==> src/rtl/led_seq_pkg.sv <==
// Shared types and default sizes for the LED bar pattern sequencer.
package led_seq_pkg;

    localparam int unsigned N_LEDS_DEFAULT = 18;
    localparam int unsigned DIV_W_DEFAULT  = 26;

    typedef enum logic [1:0] {
        MODE_BOUNCE = 2'd0,
        MODE_ROT_R  = 2'd1,
        MODE_ROT_L  = 2'd2,
        MODE_FILL   = 2'd3
    } mode_e;

    typedef enum logic [2:0] {
        StIdle,
        StRight,
        StLeft,
        StRot,
        StFill,
        StDrain
    } state_e;

endpackage

==> src/rtl/led_pattern_sequencer_if.sv <==
// Control inputs and pattern outputs of the LED sequencer, bundled for the top-level port.
interface led_pattern_sequencer_if
    import led_seq_pkg::*;
#(
    parameter int unsigned N_LEDS = N_LEDS_DEFAULT,
    parameter int unsigned DIV_W  = DIV_W_DEFAULT
);
    logic [1:0]        mode;
    logic [DIV_W-1:0]  speed;
    logic              run;
    logic              step;
    logic [N_LEDS-1:0] leds;
    logic              dir;
    logic              tick;
    logic              wrap;

    modport master (
        output mode, speed, run, step,
        input  leds, dir, tick, wrap
    );

    modport slave (
        input  mode, speed, run, step,
        output leds, dir, tick, wrap
    );
endinterface

==> src/rtl/led_tick_prescaler.sv <==
// Pattern timebase: advances every speed+1 clocks while running, or once per step while paused.
module led_tick_prescaler
    import led_seq_pkg::*;
#(
    parameter int unsigned DIV_W = DIV_W_DEFAULT
) (
    input  logic             clk,
    input  logic             rst,
    input  logic [DIV_W-1:0] speed,
    input  logic             run,
    input  logic             step,
    output logic             adv
);
    logic [DIV_W-1:0] count_q, count_d;

    always_comb begin
        adv     = 1'b0;
        count_d = '0;
        if (run) begin
            // ">=" so a speed lowered below the running count fires immediately
            adv     = (count_q >= speed);
            count_d = adv ? '0 : count_q + DIV_W'(1);
        end else begin
            adv = step;
        end
    end

    always_ff @(posedge clk or posedge rst) begin
        if (rst) begin
            count_q <= '0;
        end else begin
            count_q <= count_d;
        end
    end
endmodule

==> src/rtl/led_pattern_sequencer.sv <==
// LED bar sequencer: bounce, rotate right/left and fill/drain patterns on a programmable timebase.
module led_pattern_sequencer
    import led_seq_pkg::*;
#(
    parameter int unsigned N_LEDS = N_LEDS_DEFAULT,
    parameter int unsigned DIV_W  = DIV_W_DEFAULT
) (
    input logic                    clk,
    input logic                    rst,
    led_pattern_sequencer_if.slave bus
);
    localparam logic [N_LEDS-1:0] LedMsb = {1'b1, {(N_LEDS-1){1'b0}}};
    localparam logic [N_LEDS-1:0] LedLsb = {{(N_LEDS-1){1'b0}}, 1'b1};
    localparam logic [N_LEDS-1:0] LedAll = {N_LEDS{1'b1}};

    logic [N_LEDS-1:0] leds_q, leds_d, fill_nxt, drain_nxt, inv;
    logic              dir_q, dir_d, tick_q, tick_d, wrap_q, wrap_d;
    logic              adv, reseed, fill_ok, drain_ok;
    state_e            state_q, state_d;
    mode_e             mode_q, mode_d, mode_in;

    assign mode_in = mode_e'(bus.mode);

    led_tick_prescaler #(
        .DIV_W(DIV_W)
    ) u_prescaler (
        .clk  (clk),
        .rst  (rst),
        .speed(bus.speed),
        .run  (bus.run),
        .step (bus.step),
        .adv  (adv)
    );

    always_comb begin
        state_d   = state_q;
        mode_d    = mode_q;
        leds_d    = leds_q;
        dir_d     = dir_q;
        tick_d    = 1'b0;
        wrap_d    = 1'b0;
        reseed    = 1'b0;
        fill_nxt  = {1'b1, leds_q[N_LEDS-1:1]};
        drain_nxt = {1'b0, leds_q[N_LEDS-1:1]};
        inv       = ~leds_q;
        // Legal fill values are ones packed at the MSB end, drain values ones packed at bit 0.
        fill_ok   = ((inv & (inv + LedLsb)) == '0);
        drain_ok  = ((leds_q & (leds_q + LedLsb)) == '0) && (leds_q != '0);

        if (adv) begin
            tick_d = 1'b1;
            if ((mode_in != mode_q) || (state_q == StIdle)) begin
                mode_d = mode_in;
                reseed = 1'b1;
            end else begin
                unique case (state_q)
                    StRight: begin
                        if (!$onehot(leds_q)) begin
                            reseed = 1'b1;
                        end else if (leds_q == LedLsb) begin
                            leds_d  = leds_q << 1;
                            state_d = StLeft;
                            dir_d   = 1'b1;
                        end else begin
                            leds_d = leds_q >> 1;
                        end
                    end
                    StLeft: begin
                        if (!$onehot(leds_q)) begin
                            reseed = 1'b1;
                        end else if (leds_q == LedMsb) begin
                            leds_d  = leds_q >> 1;
                            state_d = StRight;
                            dir_d   = 1'b0;
                        end else begin
                            leds_d = leds_q << 1;
                            wrap_d = (leds_q == (LedMsb >> 1));
                        end
                    end
                    StRot: begin
                        if (!$onehot(leds_q)) begin
                            reseed = 1'b1;
                        end else if (mode_q == MODE_ROT_L) begin
                            leds_d = {leds_q[N_LEDS-2:0], leds_q[N_LEDS-1]};
                            wrap_d = (leds_q == LedMsb);
                        end else begin
                            leds_d = {leds_q[0], leds_q[N_LEDS-1:1]};
                            wrap_d = (leds_q == LedLsb);
                        end
                    end
                    StFill: begin
                        if (!fill_ok) begin
                            reseed = 1'b1;
                        end else begin
                            leds_d = fill_nxt;
                            if (fill_nxt == LedAll) begin
                                state_d = StDrain;
                                dir_d   = 1'b1;
                            end
                        end
                    end
                    StDrain: begin
                        if (!drain_ok) begin
                            reseed = 1'b1;
                        end else begin
                            leds_d = drain_nxt;
                            if (drain_nxt == '0) begin
                                wrap_d  = 1'b1;
                                state_d = StFill;
                                dir_d   = 1'b0;
                            end
                        end
                    end
                    default: reseed = 1'b1;
                endcase
            end
        end

        if (reseed) begin
            wrap_d = 1'b0;
            unique case (mode_d)
                MODE_BOUNCE: begin leds_d = LedMsb; dir_d = 1'b0; state_d = StRight; end
                MODE_ROT_R:  begin leds_d = LedMsb; dir_d = 1'b0; state_d = StRot;   end
                MODE_ROT_L:  begin leds_d = LedLsb; dir_d = 1'b1; state_d = StRot;   end
                MODE_FILL:   begin leds_d = LedMsb; dir_d = 1'b0; state_d = StFill;  end
                default:     begin leds_d = LedMsb; dir_d = 1'b0; state_d = StRight; end
            endcase
        end
    end

    always_ff @(posedge clk or posedge rst) begin
        if (rst) begin
            state_q <= StIdle;
            mode_q  <= MODE_BOUNCE;
            leds_q  <= '0;
            dir_q   <= 1'b0;
            tick_q  <= 1'b0;
            wrap_q  <= 1'b0;
        end else begin
            state_q <= state_d;
            mode_q  <= mode_d;
            leds_q  <= leds_d;
            dir_q   <= dir_d;
            tick_q  <= tick_d;
            wrap_q  <= wrap_d;
        end
    end

    assign bus.leds = leds_q;
    assign bus.dir  = dir_q;
    assign bus.tick = tick_q;
    assign bus.wrap = wrap_q;
endmodule

==> src/flat_wrapper.sv <==
// flat-port wrapper written by rule: the top's interface ports become plain ports
module led_pattern_sequencer_flat import led_seq_pkg::*;
#(
    parameter int unsigned N_LEDS = N_LEDS_DEFAULT,
    parameter int unsigned DIV_W  = DIV_W_DEFAULT
)
  (clk, rst, bus_mode, bus_speed, bus_run, bus_step, bus_leds, bus_dir, bus_tick, bus_wrap);
  led_pattern_sequencer_if #(.N_LEDS(N_LEDS), .DIV_W(DIV_W)) bus_i ();
  input logic clk;
  input logic rst;
  input wire logic [$bits(bus_i.mode)-1:0] bus_mode;
  input wire logic [$bits(bus_i.speed)-1:0] bus_speed;
  input wire logic [$bits(bus_i.run)-1:0] bus_run;
  input wire logic [$bits(bus_i.step)-1:0] bus_step;
  output wire logic [$bits(bus_i.leds)-1:0] bus_leds;
  output wire logic [$bits(bus_i.dir)-1:0] bus_dir;
  output wire logic [$bits(bus_i.tick)-1:0] bus_tick;
  output wire logic [$bits(bus_i.wrap)-1:0] bus_wrap;
  assign bus_i.mode = bus_mode;
  assign bus_i.speed = bus_speed;
  assign bus_i.run = bus_run;
  assign bus_i.step = bus_step;
  assign bus_leds = bus_i.leds;
  assign bus_dir = bus_i.dir;
  assign bus_tick = bus_i.tick;
  assign bus_wrap = bus_i.wrap;
  led_pattern_sequencer #(.N_LEDS(N_LEDS), .DIV_W(DIV_W)) u_core (.clk(clk), .rst(rst), .bus(bus_i));
endmodule
==> config.mk <==
export PLATFORM = sky130hd
export DESIGN_NAME = led_pattern_sequencer_flat
export DESIGN_NICKNAME = d
export VERILOG_FILES = /design/src/rtl/led_seq_pkg.sv /design/src/rtl/led_pattern_sequencer_if.sv /design/src/rtl/led_tick_prescaler.sv /design/src/rtl/led_pattern_sequencer.sv /design/src/flat_wrapper.sv
export SDC_FILE = /design/constraint.sdc
export NUM_CORES = 1
export LEC_CHECK = 0
export ABC_CLOCK_PERIOD_IN_PS = 11400
export BUFFER_PORTS_ARGS = -buffer_cell sky130_fd_sc_hd__buf_2
export CELL_PAD_IN_SITES_DETAIL_PLACEMENT = 1
export CELL_PAD_IN_SITES_GLOBAL_PLACEMENT = 2
export CORE_ASPECT_RATIO = 0.5
export CORE_MARGIN = 4
export CORE_UTILIZATION = 38
export DETAILED_ROUTE_END_ITERATION = 8
export PLACE_DENSITY_LB_ADDON = 0.1
export SETUP_SLACK_MARGIN = 0.5
export SYNTH_ARGS = -nofsm -noshare
export SYNTH_HDL_FRONTEND = slang
export SYNTH_SLANG_ARGS = --single-unit
==> constraint.sdc <==
create_clock -name clk -period 11.4 [get_ports clk]
set_clock_uncertainty 0.2 [all_clocks]
set_input_delay 0.57 -clock clk [delete_from_list [all_inputs] [get_ports clk]]
set_output_delay 0.57 -clock clk [all_outputs]
set_load 0.02 [all_outputs]
==> metrics.md, run 1 <==
| Metric | Value |
|---|---|
| Fin Setup TNS | 0 ns |
| All-Layer GR Usage | 0.194 |
| Most frequent cell after synthesis | inv_1 |
| DR DRC count | 0 |
| Critical path required time | 11.39 ns |
| Cell taking the most area after synthesis | dfrtp_1 |
| Max transition margin | 0.346 |
| Grt total ovfl | 0 |
| Synth cell types | 51 |
| Initial antenna violation count | 0 |
| Design area | 5180 um2 |
| DP Area | roughly 5000 um2 |
| CP most frequent cell | fa_1 |
| Final period util | 0.577 |
| Slowest stage delay, CP | 0.53 ns |
| RSZ-0062 raised after global routing | no |
| CTS tree | yes |
| # diodes | 0 |
| Vias in the first global route | 4175 |
| GP Congestion | between 0.8 and 0.9 |
| # H-tree levels | 2 |
| Min Clock Period, post-route | 6.58 ns |
| Final Hold Vio Count | 0 |
| WL/cell | 16.9 um |
| Critical path buffers and inverters | 5 |
| Post-CTS resize count | 0 |
| Area Overhead vs Synth | 12.9% |
| First-pass iteration count of the detailed router | 4 |
| Initial DRC count | 247 |
| CTS Hold Buffers Added | 0 |
| Die area | around 14000 um2 |
| Hold WS | 0.262 ns |
| Clock Tree Root | clkbuf_16 |
| Final nets | around 700 |
| Pre-CTS setup slack | around 4.8 ns |
| Die height | 85.7 um |
| Ys async rst share | 1.00 |
| Crit-path cells | inv_1 > ha_1 > inv_1 > fa_1 > inv_1 > fa_1 > fa_1 > inv_1 > fa_1 > fa_1 > inv_1 > fa_1 > or4_1 > nor3_1 > o21ai_0 > a21o_1 > nand2_1 > mux2_2 |
| #FFs+latches synth | 52 |
| CP endpoint kind | flip-flop |
| Largest net degree at the start of global routing | 53 |
| Setup Crit Path Kind | reg2reg |
| Top post-synthesis cells by area | dfrtp_1, ha_1, inv_1 |
| Mapped Area | 4590 um2 |
| Yosys top cell area share | 0.284 |
| Mean Syn Cell Area | 8.17 um2 |
| Post-synth top flop | dfrtp_1 |
| Register area share after synthesis | 0.284 |
| WL final | 13.0 mm |
| Startpoint types | flip-flop |
| Max clock buf depth | 2 |
| Num CTS Buffers | 5 |
| Worst Reg2Reg Path Length in Cells | 18 |
| I/O Buffers | 52 |
| First-pass GRT wire length | about 22 mm |
| Clk sink count | between 50 and 60 |
| Number of max-cap violations | 0 |
| Share of cells above drive strength 1 | 0.123 |
| Synth Instances | 562 |
| Min-delay worst type | in2async |
| Worst Path Max Fanout | 23 |
| Leakage power | 0.00254 uW |
| Hpwl dp | between 10 and 15 mm |
| Outcome | finished clean |
| WP depth | 18 |
| Post-Synthesis Net Count | 664 |
| I/O pins | 53 |
| Setup-failing EPs final | 0 |
| Worst-Margin Slew | between 0.9 and 1 ns |
| Setup Buffers After CTS | 0 |
| Core Footprint | 11800 um2 |
| Slowest stage cell, crit path | dfrtp_1 |
| Routed via count | 3975 |
| Fin. max-slew vios | 0 |
| Row count | 28 |
| Cell family with most CP delay | adder cells |
| Final worst slack | 4.82 ns |
| Post-synth EDFFs | 0 |
| Ys Warns | 0 |
| Maximum clock rate | 0.152 GHz |
| Die width | 163 um |
| Worst-path clk slew | 0.09 ns |
| Pwr/cell area | 120 nW/um2 |
| Routed Antenna Nets | 0 |
| Worst skew pair latency | 0.31 ns |
| Data arrival, critical path | 6.57 ns |
| Most instantiated cells after synthesis | inv_1, nor2_1, ha_1 |
| Peak supply drop | 0.0000694 V |
| Average via count per standard cell | 5.17 |
| Initial Utilization | 0.389 |
-- state kept, by name, summed over array words and instances, names as in the netlist --
register	cells
u_core.u_prescaler.count_q	26
u_core.state_q	3
u_core.bus.dir	1
u_core.bus.tick	1
u_core.bus.leds	18
u_core.bus.wrap	1
u_core.mode_q	2
-- path summary, 6_finish.rpt --
path / start / to / slack (ns)
max in group asynchronous: rst / u_core.u_prescaler.count_q[25]$_DFF_PP0_ / 10.24
hold / removal: rst / u_core.bus.wrap$_DFF_PP0_ / 0.26
min in group clk: u_core.u_prescaler.count_q[0]$_DFF_PP0_ / u_core.u_prescaler.count_q[0]$_DFF_PP0_ / 0.31
setup / recovery: u_core.bus.leds[0]$_DFFE_PP0P_ / u_core.state_q[2]$_DFFE_PP0P_ / 4.82
hold reg to reg: u_core.u_prescaler.count_q[0]$_DFF_PP0_ / u_core.u_prescaler.count_q[0]$_DFF_PP0_ / 0.31
setup reg to reg: u_core.bus.leds[0]$_DFFE_PP0P_ / u_core.state_q[2]$_DFFE_PP0P_ / 4.82
-- layout make-up --
type,instances,area (um2)
clock buffer,5,125
sequential,52,1300
timing repair buffer,55,283
inverter,81,304
multi-input combinational,408,2920
fill,1449,6630
clock inverter,3,46.3
tap,165,206
-- cells in the final DEF, fill, tap and decap left out, types with 2 or more instances in the layout --
| master | n |
|---|---|
| buf_2 | 52 |
| a211oi_1 | 2 |
| and3_1 | 5 |
| xnor2_1 | 8 |
| o21ai_0 | 20 |
| nor2b_1 | 2 |
| o22a_1 | 3 |
| nor3_1 | 6 |
| nand4_1 | 19 |
| or4_1 | 3 |
| and4_1 | 4 |
| o211ai_1 | 2 |
| o31ai_1 | 21 |
| ha_1 | 57 |
| or3_1 | 4 |
| mux2_2 | 3 |
| buf_4 | 3 |
| nand3_1 | 21 |
| o22ai_1 | 2 |
| nand2_1 | 53 |
| xor2_1 | 18 |
| o2111ai_1 | 2 |
| fa_1 | 13 |
| nor2_1 | 66 |
| nor4_1 | 3 |
| dfrtp_1 | 52 |
| a21o_1 | 4 |
| o31a_1 | 2 |
| a22oi_1 | 3 |
| mux2i_1 | 3 |
| clkbuf_16 | 5 |
| inv_1 | 80 |
| nand2b_1 | 2 |
| or2_2 | 5 |
| a21oi_1 | 31 |
| a31oi_1 | 5 |
-- cell families after synthesis --
group,after synthesis,synth area share
XOR/XNOR,26,0.0496
adder cells (fa/ha/maj),70,0.212
multiplexers,6,0.0139
AND/OR/NAND/NOR,197,0.201
flip-flops,52,0.284
AO/OA/AOI/OAI,109,0.153
buffers and inverters,102,0.0867
-- through the flow --
step / power, uW / utilization / std cells
finish: 622 / 0.439 / 769
CTS: 626 / 0.439 / 769
detailed placement: 437 / 0.424 / 761
global route: 667 / 0.439 / 769
floorplan: 372 / - / 562
global placement: 437 / 0.424 / 761
-- metal layers --
metal / routed length [um] / global-route usage / share of wire
met5: 0 / 0 / 0
met4: 61 / 0.0198 / 0.0047
met3: 492 / 0.0288 / 0.038
met2: 5850 / 0.322 / 0.45
met1: 6620 / 0.281 / 0.51
-- report_power, final --
group | switching, uW | leakage (uW) | total, uW | internal [uW]
sequential | 25.0 | 0.000706 | 219 | 194
combinational | 135 | 0.00175 | 214 | 78.4
clock | 83.4 | 0.0000857 | 189 | 105
total | 243 | 0.00254 | 622 | 378
-- worst register-to-register path, cell delays in order, from the launching register on --
cell     delay, ns
dfrtp_1       0.53
inv_1         0.22
ha_1          0.32
inv_1         0.05
fa_1          0.52
inv_1         0.05
fa_1          0.47
fa_1          0.52
inv_1         0.05
fa_1          0.48
fa_1          0.43
inv_1         0.08
fa_1          0.40
or4_1         0.40
nor3_1        0.41
o21ai_0       0.14
a21o_1        0.52
nand2_1       0.31
mux2_2        0.36
Power figures use the tool's default switching activity.
==> run 2, diff against run 1 <==
--- a/config.mk
+++ b/config.mk
@@ -5,13 +5,13 @@
 export SDC_FILE = /design/constraint.sdc
 export NUM_CORES = 1
 export LEC_CHECK = 0
-export ABC_CLOCK_PERIOD_IN_PS = 11400
+export ABC_CLOCK_PERIOD_IN_PS = 6400
 export BUFFER_PORTS_ARGS = -buffer_cell sky130_fd_sc_hd__buf_2
 export CELL_PAD_IN_SITES_DETAIL_PLACEMENT = 1
 export CELL_PAD_IN_SITES_GLOBAL_PLACEMENT = 2
 export CORE_ASPECT_RATIO = 0.5
 export CORE_MARGIN = 4
-export CORE_UTILIZATION = 38
+export CORE_UTILIZATION = 36
 export DETAILED_ROUTE_END_ITERATION = 8
 export PLACE_DENSITY_LB_ADDON = 0.1
 export SETUP_SLACK_MARGIN = 0.5
==> constraint.sdc (replaced) <==
create_clock -name clk -period 6.4 [get_ports clk]
set_clock_uncertainty 0.2 [all_clocks]
set_input_delay 0.32 -clock clk [delete_from_list [all_inputs] [get_ports clk]]
set_output_delay 0.32 -clock clk [all_outputs]
set_load 0.02 [all_outputs]
==> metrics.md, run 2 (synthesis gave the netlist of run 1 again) <==
| Metric | Value |
|---|---|
| First-pass iteration count of the detailed router | 5 |
| Outcome | finished with violations |
| Post-Layout Cell Count | 785 |
| Hpwl dp | 10.2 mm |
| Clk sink count | 52 |
| Setup-failing EPs final | 0 |
| Vias in the first global route | 4256 |
| Initial DRC count | 187 |
| WL/cell | 17.3 um |
| R2R setup slack | 0.71 ns |
| Area of the multi-input gates | 2950 um2 |
| Average via count per standard cell | approximately 5.3 |
| Max clock buf depth | 2 |
| Initial Utilization | 0.379 |
| Max FFs per register | 26 |
| Register Area | 1310 um2 |
| Hold WS | -0.00595 ns |
| Fin Setup TNS | 0 ns |
| Final nets | just over 700 |
| Routed via count | 4157 |
| Violated checks | negative hold slack |
| Share of cells above drive strength 1 | 0.158 |
| Die width | approximately 170 um |
| I/O Buffers | between 50 and 60 |
| Pre-CTS setup slack | slightly below 0.3 ns |
| Worst-Margin Slew | 0.705 ns |
| Final Hold Vio Count | 3 |
| Maximum clock rate | 0.176 GHz |
| First-pass GRT wire length | 22.1 mm |
| All-Layer GR Usage | 0.186 |
| Setup Crit Path Kind | reg2reg |
| Area Overhead vs Synth | 15.7% |
| Initial antenna violation count | 0 |
| Die height | 87.8 um |
| Worst skew pair latency | 0.31 ns |
| Clock Tree Root | clkbuf_16 |
| Max transition margin | 0.530 |
| DR DRC count | 0 |
| Die area | ~15000 um2 |
| I/O pins | 53 |
| Data arrival, critical path | 5.67 ns |
| Num CTS Buffers | 5 |
| Worst-path clk slew | 0.08 ns |
| CP most frequent cell | fa_1 |
| Most common cell after layout, fill and taps aside | inv_1 |
| Largest net degree at the start of global routing | 53 |
| Placed cell count | 771 |
| Startpoint types | flip-flop |
| Min Clock Period, post-route | 5.69 ns |
| Core Footprint | 12100 um2 |
| CTS tree | yes |
| Routed Antenna Nets | 0 |
| # H-tree levels | 2 |
| Row count | 28 |
| RSZ-0062 raised after global routing | no |
| Pwr/cell area | 211 nW/um2 |
| Final period util | 0.888 |
| CTS Hold Buffers Added | 0 |
| Worst Path Max Fanout | 6 |
| Filler Cell Count | 1508 |
| Fin. max-slew vios | 0 |
| GP Congestion | 0.909 |
| Slowest stage delay, CP | 0.52 ns |
| # diodes | 0 |
| Leakage power | between 0.002 and 0.003 uW |
| Final worst slack | 0.714 ns |
| Leading cell types in the layout, fill and taps excluded | inv_1, nor2_1, ha_1 |
| Peak supply drop | 0.000103 V |
| Crit-path cells | inv_2 > ha_1 > inv_1 > fa_1 > inv_1 > fa_1 > fa_1 > inv_1 > fa_1 > fa_1 > inv_1 > fa_1 > or4_4 > nor3_4 > nor3_1 > or2_4 > o31a_1 > a31oi_1 > mux2i_1 |
| Number of max-cap violations | 0 |
| Min-delay worst type | in2async |
| Critical path required time | 6.38 ns |
| Grt total ovfl | 0 |
| WL final | 13.6 mm |
| CP endpoint kind | flip-flop |
| Most flops, register | u_core.u_prescaler.count_q |
| Slowest stage cell, crit path | fa_1 |
-- run 2: repair_timing --
| action | in CTS | in global routing |
|---|---|---|
| gates cloned | 0 | 1 |
| resized for setup | 3 | 9 |
| setup endpoints to repair | 15 | 18 |
| buffers inserted | 0 | 5 |
| pin swaps | 0 | 1 |
-- run 2: path summary, 6_finish.rpt --
check	from	endpoint	depth (start not counted)
worst min register to register	u_core.u_prescaler.count_q[0]$_DFF_PP0_	u_core.u_prescaler.count_q[0]$_DFF_PP0_	1
min in group clk	bus_mode[1]	u_core.mode_q[1]$_DFF_PP0_	3
worst max register to register	u_core.bus.leds[0]$_DFFE_PP0P_	u_core.state_q[0]$_DFFE_PP0P_	19
worst min-delay path	rst	u_core.u_prescaler.count_q[10]$_DFF_PP0_	3
max in group asynchronous	rst	u_core.bus.leds[11]$_DFFE_PP0P_	3
worst max-delay path	u_core.bus.leds[0]$_DFFE_PP0P_	u_core.state_q[0]$_DFFE_PP0P_	19
-- run 2: worst max-delay path: cells and delay by family, from the launching register on --
| kind | cells | cell delay, ns |
|---|---|---|
| AND/OR/NAND/NOR | 4 | 0.99 |
| flip-flops | 1 | 0.37 |
| adder cells (fa/ha/maj) | 7 | 3.12 |
| AO/OA/AOI/OAI | 2 | 0.46 |
| buffers and inverters | 5 | 0.32 |
| multiplexers | 1 | 0.09 |
-- run 2: routing by layer --
metal	routed length [um]	vias up	track usage
met2	5870	67	0.301
met5	0	-	0
met3	518	16	0.0307
met4	179	0	0.0420
met1	6990	2040	0.263
li1	-	2034	-
-- run 2: where the power goes --
part           leakage [uW]  internal, uW  total (uW)  switching, uW
clock network     0.0000742           147         294            147
logic               0.00184           169         439            270
registers          0.000701           346         389           42.3
total               0.00261           662        1120            459
-- run 2: per-stage QoR --
| stage | instance area [um2] | utilization | hold slack (ns) | total power (uW) |
|---|---|---|---|---|
| after floorplan | 4590 | - | 0.267 | 662 |
| after global placement | 5080 | 0.419 | 0.302 | 790 |
| after detailed placement | 5080 | 0.419 | 0.307 | 791 |
| after CTS | 5240 | 0.432 | 0.0351 | 1100 |
| after global routing | 5310 | 0.438 | 0.0843 | 1200 |
| final | 5310 | 0.438 | -0.00595 | 1120 |
-- run 2: final cells by class --
cell class | instances | share of cell area
repair buffers | 70 | 0.0744
multi-input cells | 409 | 0.556
inverters | 81 | 0.0572
clock buffers | 5 | 0.0236
well taps | 165 | 0.0389
flip-flops and latches | 52 | 0.246
clock inverters | 3 | 0.00424
==> run 3, diff against run 2 <==
--- a/config.mk
+++ b/config.mk
@@ -5,15 +5,14 @@
 export SDC_FILE = /design/constraint.sdc
 export NUM_CORES = 1
 export LEC_CHECK = 0
-export ABC_CLOCK_PERIOD_IN_PS = 6400
+export ABC_CLOCK_PERIOD_IN_PS = 6800
 export BUFFER_PORTS_ARGS = -buffer_cell sky130_fd_sc_hd__buf_2
-export CELL_PAD_IN_SITES_DETAIL_PLACEMENT = 1
-export CELL_PAD_IN_SITES_GLOBAL_PLACEMENT = 2
+export CAP_MARGIN = 20
 export CORE_ASPECT_RATIO = 0.5
 export CORE_MARGIN = 4
-export CORE_UTILIZATION = 36
+export CORE_UTILIZATION = 59
 export DETAILED_ROUTE_END_ITERATION = 8
-export PLACE_DENSITY_LB_ADDON = 0.1
+export PLACE_DENSITY = 0.8
 export SETUP_SLACK_MARGIN = 0.5
 export SYNTH_ARGS = -nofsm -noshare
 export SYNTH_HDL_FRONTEND = slang
==> constraint.sdc (replaced) <==
create_clock -name clk -period 6.8 [get_ports clk]
set_clock_uncertainty 0.2 [all_clocks]
set_input_delay 0.34 -clock clk [delete_from_list [all_inputs] [get_ports clk]]
set_output_delay 0.34 -clock clk [all_outputs]
set_load 0.02 [all_outputs]
==> metrics.md, run 3 (synthesis gave the netlist of run 1 again) <==
| Metric | Value |
|---|---|
| Hold Crit Start | bus_mode[1] |
| Maximum clock rate | 0.165 GHz |
| Crit-path cells | inv_1 > ha_1 > inv_1 > fa_1 > inv_1 > fa_1 > fa_1 > inv_1 > fa_1 > fa_1 > inv_1 > fa_1 > or4_1 > nor3_2 > nor3_1 > or2_2 > o31a_1 > a31oi_1 > mux2i_1 |
| Peak supply drop | 0.000120 V |
| Most flops, register | u_core.u_prescaler.count_q |
| Met2 wire len | 5.04 mm |
| Filler Cell Count | 618 |
| Die height | 70.4 um |
| Startpoint types | flip-flop |
| Hold path cells | 3 |
| Min Clock Period, post-route | 6.06 ns |
| Final nets | just over 700 |
| Row count | 22 |
| RR Startpoint | u_core.bus.leds[1]$_DFFE_PP0P_ |
| CP most frequent cell | fa_1 |
| RSZ-0062 raised after global routing | no |
| R2R setup slack | 0.74 ns |
| Max FFs per register | 26 |
| Slowest stage cell, crit path | dfrtp_1 |
| Slowest stage delay, CP | 0.58 ns |
| # diodes | 0 |
| Top routing layer used | met4 |
| Clk sink count | between 50 and 60 |
| Pwr/cell area | 194 nW/um2 |
| DR DRC count | 0 |
| Leading cell types in the layout, fill and taps excluded | inv_1, nor2_1, ha_1 |
| Average via count per standard cell | 5.89 |
| Outcome | finished clean |
| Setup-failing EPs final | 0 |
| Reg-to-Reg End | u_core.state_q[0]$_DFFE_PP0P_ |
| First-pass GRT wire length | about 19 mm |
| Min-delay worst type | in2reg |
| Number of max-cap violations | 0 |
| Critical path buffers and inverters | 5 |
| Max clock buf depth | 2 |
| All-Layer GR Usage | 0.247 |
| Met3 WL | 860 um |
| Routed Antenna Nets | 0 |
| Grt total ovfl | 0 |
| Routed met1 length | roughly 5.1 mm |
| Initial antenna violation count | 0 |
| Initial Utilization | 0.618 |
| Total power draw | 991 uW |
| Hpwl dp | 8.41 mm |
| DP Area | 4940 um2 |
| Most common cell after layout, fill and taps aside | inv_1 |
| Clock Tree Root | clkbuf_16 |
| Cell family with most CP delay | adder cells |
| Data arrival, critical path | 6.04 ns |
| WL/cell | 15.9 um |
| Share of cells above drive strength 1 | 0.127 |
| Fin. max-slew vios | 0 |
| Area Overhead vs Synth | 11.3% |
| Worst-path clk slew | about 0.070 ns |
| Worst Path Max Fanout | 12 |
| Die area | roughly 9300 um2 |
| CP endpoint kind | flip-flop |
| Worst skew pair latency | about 0.3 ns |
| Final Hold Vio Count | 0 |
| Final period util | 0.891 |
| Die width | approximately 130 um |
| Worst-Margin Slew | 0.652 ns |
| GP Congestion | 0.936 |
| Initial DRC count | 432 |
| I/O Buffers | 52 |
| Largest net degree at the start of global routing | 44 |
| Routed via count | 4137 |
| Max transition margin | 0.566 |
| Critical path required time | 6.78 ns |
| WL final | 11.2 mm |
| Worst Reg2Reg Path Length in Cells | 19 |
| Leakage power | 0.00254 uW |
| Setup Crit Path Kind | reg2reg |
| # H-tree levels | 2 |
| Design area | just over 5000 um2 |
| Setup Buffers After CTS | 0 |
| Num CTS Buffers | 5 |
| Core Footprint | 7430 um2 |
| CTS tree | yes |
| First-pass iteration count of the detailed router | 6 |
| Min-Delay Endpoint | u_core.mode_q[1]$_DFF_PP0_ |
| Fin Setup TNS | 0 ns |
| I/O pins | 53 |
| Vias in the first global route | 3969 |
run 3: where the power goes:
group	leakage [uW]	switching [uW]	internal, uW
Clock	0.0000702	125	138
Combinational	0.00176	221	141
Sequential	0.000704	40.1	326
run 3: stage by stage:
stage,std cells,setup WS (ns),hold slack [ns],util
floorplan,562,0.856,0.267,-
global placement,691,0.777,0.295,0.660
detailed placement,693,0.652,0.0901,0.665
CTS,702,0.653,0.155,0.686
global route,702,0.500,0.174,0.687
finish,702,0.741,0.158,0.687
run 3: how the worst max path moves through the flow:
stage	cells after the start	slack [ns]	from	endpoint
4_1_cts	19	0.65	u_core.bus.leds[0]$_DFFE_PP0P_	u_core.state_q[0]$_DFFE_PP0P_
6_report	19	0.74	u_core.bus.leds[1]$_DFFE_PP0P_	u_core.state_q[0]$_DFFE_PP0P_
5_1_grt	19	0.50	u_core.bus.leds[6]$_DFFE_PP0P_	u_core.state_q[1]$_DFFE_PP0P_
3_5_place_dp	19	0.65	u_core.bus.leds[0]$_DFFE_PP0P_	u_core.state_q[0]$_DFFE_PP0P_
2_1_floorplan	20	0.86	u_core.bus.leds[1]$_DFFE_PP0P_	u_core.state_q[0]$_DFFE_PP0P_
3_3_place_gp	18	0.78	u_core.bus.leds[0]$_DFFE_PP0P_	u_core.state_q[2]$_DFFE_PP0P_
run 3: layout make-up:
cell class	instances	area, um2	area share
tap	96	120	0.0235
multi-input combinational	408	2910	0.570
timing repair buffer	57	320	0.0627
sequential	52	1300	0.255
inverter	81	304	0.0595
clock inverter	3	21.3	0.00417
clock buffer	5	125	0.0245
run 3: metal layers:
metal / up-vias / track usage
met5: - / 0
met3: 27 / 0.0496
met1: 1920 / 0.343
li1: 2007 / -
met2: 183 / 0.400
met4: 0 / 0.0588
run 3: worst min-delay path: stages:
cell and delay (ns):
buf_2 0.10, nand2_1 0.05, nand2_1 0.12
run 3: timing repair:
| action | in CTS | in global routing |
|---|---|---|
| hold buffers | 1 | 0 |
| endpoints found under the setup margin | 0 | 18 |
| resized for setup | 0 | 2 |
| endpoints found under the hold margin | 10 | 0 |
